$ cat src/rtl/ray_generator.sv
// rtl/ray_generator.sv - raster-scanning primary-ray source with AXI-stream output
// Fixed-point incremental stepping of x/y per pixel; single-shot or continuous frames.
module ray_generator #(
    parameter int W       = 32,
    parameter int FRAC    = 16,
    parameter int H_RES   = 1024,
    parameter int V_RES   = 768,
    parameter int X_START = -87381,
    parameter int X_STEP  = 171,
    parameter int Y_START = 65536,
    parameter int Y_STEP  = -171,
    parameter int Z_DIR   = -65536,
    localparam int HW     = $clog2(H_RES),
    localparam int VW     = $clog2(V_RES)
) (
    input  logic                  aclk,
    input  logic                  areset,
    input  logic                  start,
    input  logic                  continuous,
    input  logic                  abort,
    output logic                  busy,
    output logic                  frame_done,
    output logic [3*W-1:0]        ray_axis_tdata,
    output logic [HW+VW:0]        ray_axis_tuser,
    output logic                  ray_axis_tlast,
    output logic                  ray_axis_tvalid,
    input  logic                  ray_axis_tready
);

    if (H_RES < 2 || V_RES < 2 || FRAC >= W) begin : g_bad_params
        $error("ray_generator: invalid parameter set");
    end

    localparam logic [W-1:0]  XS     = W'(X_START);
    localparam logic [W-1:0]  XST    = W'(X_STEP);
    localparam logic [W-1:0]  YS     = W'(Y_START);
    localparam logic [W-1:0]  YST    = W'(Y_STEP);
    localparam logic [W-1:0]  ZD     = W'(Z_DIR);
    localparam logic [HW-1:0] H_LAST = HW'(H_RES - 1);
    localparam logic [VW-1:0] V_LAST = VW'(V_RES - 1);

    typedef enum logic {S_IDLE, S_RUN} state_t;

    state_t        state_q, state_d;
    logic [HW-1:0] h_q, h_d;
    logic [VW-1:0] v_q, v_d;
    logic [W-1:0]  x_q, x_d;
    logic [W-1:0]  y_q, y_d;
    logic          tvalid_q, tvalid_d;
    logic          tlast_q, tlast_d;
    logic          sof_q, sof_d;
    logic          done_q, done_d;
    logic          at_eol, at_eof;

    assign at_eol = (h_q == H_LAST);
    assign at_eof = at_eol && (v_q == V_LAST);

    always_comb begin
        state_d  = state_q;
        h_d      = h_q;
        v_d      = v_q;
        x_d      = x_q;
        y_d      = y_q;
        tvalid_d = tvalid_q;
        done_d   = 1'b0;
        case (state_q)
            S_IDLE: begin
                if (start && !abort) begin
                    state_d  = S_RUN;
                    tvalid_d = 1'b1;
                end
            end
            S_RUN: begin
                if (abort) begin
                    state_d  = S_IDLE;
                    tvalid_d = 1'b0;
                    h_d      = '0;
                    v_d      = '0;
                    x_d      = XS;
                    y_d      = YS;
                end else if (ray_axis_tready) begin
                    if (at_eof) begin
                        // Counters always reload here so IDLE holds the frame origin.
                        done_d = 1'b1;
                        h_d    = '0;
                        v_d    = '0;
                        x_d    = XS;
                        y_d    = YS;
                        if (!continuous) begin
                            state_d  = S_IDLE;
                            tvalid_d = 1'b0;
                        end
                    end else if (at_eol) begin
                        h_d = '0;
                        x_d = XS;
                        v_d = v_q + VW'(1);
                        y_d = y_q + YST;
                    end else begin
                        h_d = h_q + HW'(1);
                        x_d = x_q + XST;
                    end
                end
            end
            default: begin
                state_d  = S_IDLE;
                tvalid_d = 1'b0;
            end
        endcase
        tlast_d = tvalid_d && (h_d == H_LAST);
        sof_d   = tvalid_d && (h_d == '0) && (v_d == '0);
    end

    always_ff @(posedge aclk or posedge areset) begin
        if (areset) begin
            state_q  <= S_IDLE;
            h_q      <= '0;
            v_q      <= '0;
            x_q      <= XS;
            y_q      <= YS;
            tvalid_q <= 1'b0;
            tlast_q  <= 1'b0;
            sof_q    <= 1'b0;
            done_q   <= 1'b0;
        end else begin
            state_q  <= state_d;
            h_q      <= h_d;
            v_q      <= v_d;
            x_q      <= x_d;
            y_q      <= y_d;
            tvalid_q <= tvalid_d;
            tlast_q  <= tlast_d;
            sof_q    <= sof_d;
            done_q   <= done_d;
        end
    end

    assign busy            = (state_q == S_RUN);
    assign frame_done      = done_q;
    assign ray_axis_tdata  = {x_q, y_q, ZD};
    assign ray_axis_tuser  = {sof_q, v_q, h_q};
    assign ray_axis_tlast  = tlast_q;
    assign ray_axis_tvalid = tvalid_q;

endmodule
$ cat config.mk
export PLATFORM = sky130hd
export DESIGN_NAME = ray_generator
export DESIGN_NICKNAME = d
export VERILOG_FILES = /design/src/rtl/ray_generator.sv
export SDC_FILE = /design/constraint.sdc
export NUM_CORES = 1
export LEC_CHECK = 0
export CORE_ASPECT_RATIO = 1.1
export CORE_UTILIZATION = 45
export CTS_CLUSTER_SIZE = 30
export DETAILED_ROUTE_END_ITERATION = 10
export GPL_TIMING_DRIVEN = 0
export PLACE_DENSITY = 0.74
export RECOVER_POWER = 25
export SLEW_MARGIN = 20
export SYNTH_ARGS = -nofsm -noshare
export SYNTH_HDL_FRONTEND = slang
export SYNTH_SLANG_ARGS = --single-unit
$ cat constraint.sdc
create_clock -name aclk -period 3.54 [get_ports aclk]
set_clock_uncertainty 0.1 [all_clocks]
set_input_delay 0.708 -clock aclk [delete_from_list [all_inputs] [get_ports aclk]]
set_output_delay 0.708 -clock aclk [all_outputs]
set_load 0.01 [all_outputs]
# Word-level counts from Yosys, hierarchy flattened
# Index checks and enable logic that the tools add are counted.
# totals
output_inout_bits,121
regBits,89
input_bits,6
latchBits,0
elab_cells,63
romBits,0
mem_count,0
mem_bits_rw,0
# classes
order_cmp,0
n_shift,0
n_eq_ne,3
reduce_logical,12
bitwise_logic,1
add_sub_neg,4
mul,0
div_mod_pow,0
muxes,34
# op_table
operator,n
$mux W32,8
$mux W10,10
$add A32 B32 Y32 const B,1
$add A32 B8 Y32 const B,1
$eq A10 B10 Y1 const B,3
$add A10 B1 Y10 const B,2
$logic_not A10 Y1,2
$mux W1,14
$logic_and A1 B1 Y1,5
$pmux W1 S2,2
$reduce_and A3 Y1,1
$reduce_bool A3 Y1,1
$reduce_and A2 Y1,1
$reduce_bool A2 Y1,1
$logic_not A1 Y1,1
$not A1 Y1,1

# Logic depth before layout (Yosys ltp)
# depth
ltp_word,9
mapped_depth,9
mapped_depth_nobuf,9

# Least setup slack after synthesis
# OpenSTA, ideal clock, no wires.
# synth_path
path_kind,register to register
from,register y_q[10]
to,register y_q[31]
setup_time_ns,0.133
arrival_ns,2.278
path_buffers,0
required_time_ns,3.307
setup_slack_ns,1.029
path_stages_with_launch,8
period_less_slack_ns,2.511
path_cell_list,dfrtp_1 > nor4_4 > nand2_2 > or4_4 > a2111o_1 > and4bb_1 > xnor2_1 > nor2_1
# synth_via
elab_chain_cells,5
# synth_lines
item,line_no,rtl
start: declaration,48,"logic [W-1:0] y_q, y_d;"
start signal: assignment,129,y_q <= y_d;
$add A32 B32 Y32,97,y_d = y_q + YST;
$mux W32,93,end else if (at_eol) begin
$mux W32,82,if (at_eof) begin
$mux W32,81,end else if (ray_axis_tready) begin
$mux W32,74,if (abort) begin
# No other way between the ends. The select of a mux whose other input is x is not followed.
# A chain may end at the register's enable or synchronous reset.

# Final worst setup path
# layout_path
from,input ray_axis_tready
to,register sof_q
# layout_via
word_cells_on_any_way,13
classes_between,9 x mux; 4 x reduce/logical
# layout_rtl
item,line_no,rtl
start: declaration,27,input logic ray_axis_tready
$mux W10,81,
$mux W10,74,
$mux W10,66,case (state_q)
via v_d[3],46,"logic [VW-1:0] v_q, v_d;"
$logic_not A10 Y1,110,sof_d = tvalid_d && (h_d == '0) && (v_d == '0);
$logic_and A1 B1 Y1,110,
via sof_d,51,"logic sof_q, sof_d;"
end signal: assignment,122,sof_q <= 1'b0;
end signal: assignment,132,sof_q <= sof_d;
end: declaration,51,
# The timed path passes the listed nets, and every way through them passes these cells.

==> results.toml <==
[run_status]
status = "finished with violations"
failed_checks = "max-capacitance violations, max-slew violations"

[pwr]
power_density_nw_per_um2 = 550
p_leak_nw = 2.80
seqPwrFrac = 0.413
ir_drop_v = 0.000397
pwr-share-comb = 0.317
switchingPower_mw = 1.25
switching_share = 0.343
p_int_mw = 2.40
pwr-share-clk = 0.270

[detailed_routing]
vias_per_cell = 5.43
vias = 4564
finalWirelength_um = 12800
antenna_left = 0
first_pass_iters = 5
avgRoutedWirePerCell_um = 15.3
drtIter0Drc = 277
drcViolationCount = 0

[yosys]
netlist_instances = 553
async_flop_share = 1.00
synth.avg_cell_area_sq_um = 9.15
synthAdderAreaFrac = 0.00989
synth_edf_count = 0
synth-compound-area-share = 0.133
yosys_warnings = 0
synth_top_family_by_area = "simple AND/OR/NAND/NOR gates"
yosys-top-cells-area = "dfrtp_1 (32%), dfstp_2 (13%), buf_4 (4.9%)"
yosys.area.top_type = "dfrtp_1"
synth_simple_gate_area_share = 0.248
syn_area_sq_um = 5060
ys_types = 65
ys_ff_latch = 89
yosysSeqAreaShare = 0.446
synthFlopType = "dfrtp_1"
synthMuxAreaShare = 0.00593
synth_xor_area_frac = 0.0761
yosysTopAreaCellShare = 0.316

[layout]
layout_commonest_cell = "clkdlybuf4s50_1"
n_antenna_cell = 0
nFillCells = 1004
multi_input_area_sq_um = 2520
fin_util = 0.608
area_delta_synth_final_pct = 31.1
layout_common_cells = "clkdlybuf4s50_1 (93), dfrtp_1 (64), nand2_1 (56), nor2_1 (54), o21ai_0 (41)"
fin_area_sq_um = 6630
regArea_sq_um = 2260
layout-drive-gt1-share = 0.131
final_nets = 699

[global_route]
top_usage_layer = "met2"
grt_pass1_vias = 4374
grtUsageMet2 = 0.379
grt_max_degree = 49
grt_pass1_wl_um = 21400
met3_usage = 0.0587
grt_overflow = 0
grtUsageMet1 = 0.305
track_usage = 0.234
antenna_found_initial = 0

[placed_design]
hpwl_um = 9280
place_congestion = 0.919
placed_area_sq_um = 6330
portBuffers = 94

[floorplan]
rows = 40
die_area_sq_um = 11700
coreArea_sq_um = 10900
die_h_um = 113
initial_core_util = 0.464
die_x_um = 103
num_io_pins = 127

[timing]
slew_violations = 42
min_period_ps = 3280
worst_pin_slew_ps = 1920
timing.fmax_mhz = 305
period_share = 0.926
timing_hold_violations_final = 0
rsz0062_at_grt = "no"
relSlewSlack = -0.287
setup_violations = 0

[clocking]
cts-root-buf = "clkbuf_16"
path_clk_slew_ps = 60
cts_buffers = 9
clockBufferDepth = 2
cts_setup_buffers = 0
cts_sinks = 89
cts_max_level = 3
cts_tree = "built"
cts_hold_buf = 0
clock_latency_ps = 350
post_cts_resized = 0

[worst_setup_path]
startpoint_type = "primary input"
crit_family = "simple AND/OR/NAND/NOR gates"
crit_arrival_ps = 3410
critPathMaxFanout = 8
cp-end-kind = "register"
reg2regPathDepth = 8
cp_slowest_stage_delay_ps = 600
path_depth = 8
crit_buf_inv = 1
crit_type = "in -> reg"
path_cells = "clkdlybuf4s50_1 -> nand3_1 -> nor3_2 -> a21o_1 -> o311ai_0 -> nor4_1 -> nand4b_1 -> nor4_1"
worstPathRequired_ps = 3670
crit_path_start = "ray_axis_tready"
rr_startpoint = "h_q[0]"
slowest_stage = "nor3_2"
crit_top_cell = "nor4_1"

[job]
maxCapViolCount = 1

[worst_hold_path]
worstHoldPathType = "reg -> reg"
hold_depth = 2
hp-start = "x_q[29]"
stage by stage:
step / total power [mW] / cells / hold slack (ps) / setup slack (ps) / TNS, ps
3_3_place_gp: 2.63 / 824 / 401 / -934 / -60730
4_1_cts: 3.67 / 841 / 438 / 316 / 0
3_5_place_dp: 2.67 / 825 / 425 / -47.6 / -47.6
6_report: 3.65 / 841 / 435 / 261 / 0
2_1_floorplan: 2.11 / 583 / 418 / 466 / 0
5_1_grt: 3.87 / 841 / 465 / 92.4 / 0
metal layers:
| layer | vias to the layer above | routed length [um] |
|---|---|---|
| met2 | 166 | 6260 |
| met5 | - | 0 |
| li1 | 2169 | - |
| met3 | 23 | 827 |
| met4 | 0 | 206 |
| met1 | 2206 | 5540 |
worst reg2reg max path: cells and delay by family (launching register included):
family                     cells  cell delay [ps]
DFF                            1              420
and+or+nand+nor                5             1670
AOI/OAI and AO/OA              2              550
adders and majority gates      1              320
cell usage after synthesis, types with 5 or more instances:
| cell type | number |
|---|---|
| nor3_1 | 15 |
| nand2b_1 | 7 |
| and4_1 | 5 |
| a21oi_1 | 14 |
| nand2_1 | 56 |
| nor2_1 | 54 |
| nor2b_1 | 6 |
| xnor2_1 | 23 |
| o21a_1 | 5 |
| o2bb2ai_1 | 5 |
| a21o_1 | 5 |
| or3_1 | 14 |
| xor2_1 | 21 |
| nand3_1 | 32 |
| and3_1 | 6 |
| dfstp_2 | 25 |
| nor4_1 | 7 |
| dfrtp_1 | 64 |
| buf_4 | 33 |
| clkbuf_1 | 15 |
| inv_1 | 20 |
| nand4_1 | 14 |
| o21ai_0 | 41 |
sequential cells by signal (all words and copies together), names as in the netlist:
register and flops:
ray_axis_tvalid 1, sof_q 1, ray_axis_tlast 1, y_q 32, x_q 32, h_q 10
frame_done 1, busy 1, v_q 10
cell type report:
cell class              instances  area share
multi-input cells             422       0.380
flip-flops and latches         89       0.341
repair buffers                 95       0.146
plain buffers                  51      0.0479
clock buffers                  11      0.0366
well taps                     147      0.0277
inverters                      21      0.0121
clock inverters                 5     0.00943
logic make-up (layout without fill, tap and decap cells):
kind of cell	after synthesis	after routing
compound gates	101	101
simple gates	238	238
other cells	2	32
xor+xnor	44	44
mux	3	3
buf+inv	72	183
flops	89	89
fa+ha+maj	4	4
power groups by stage:
stage	sequential (mW)	clock, mW	combinational, mW
after floorplan	1.55	0	0.560
after global placement	1.50	0	1.12
after detailed placement	1.52	0	1.15
after CTS	1.50	1.00	1.16
after global routing	1.54	1.05	1.28
final	1.51	0.985	1.16
worst paths after layout:
path	slack, ps	end
min	430	x_q[29]
min in group asynchronous	1210	h_q[2]
max	260	sof_q
min reg2reg	430	x_q[29]
max reg2reg	360	sof_q
max in group asynchronous	1170	y_q[16]
No activity file was read; power rests on OpenSTA's default activity.
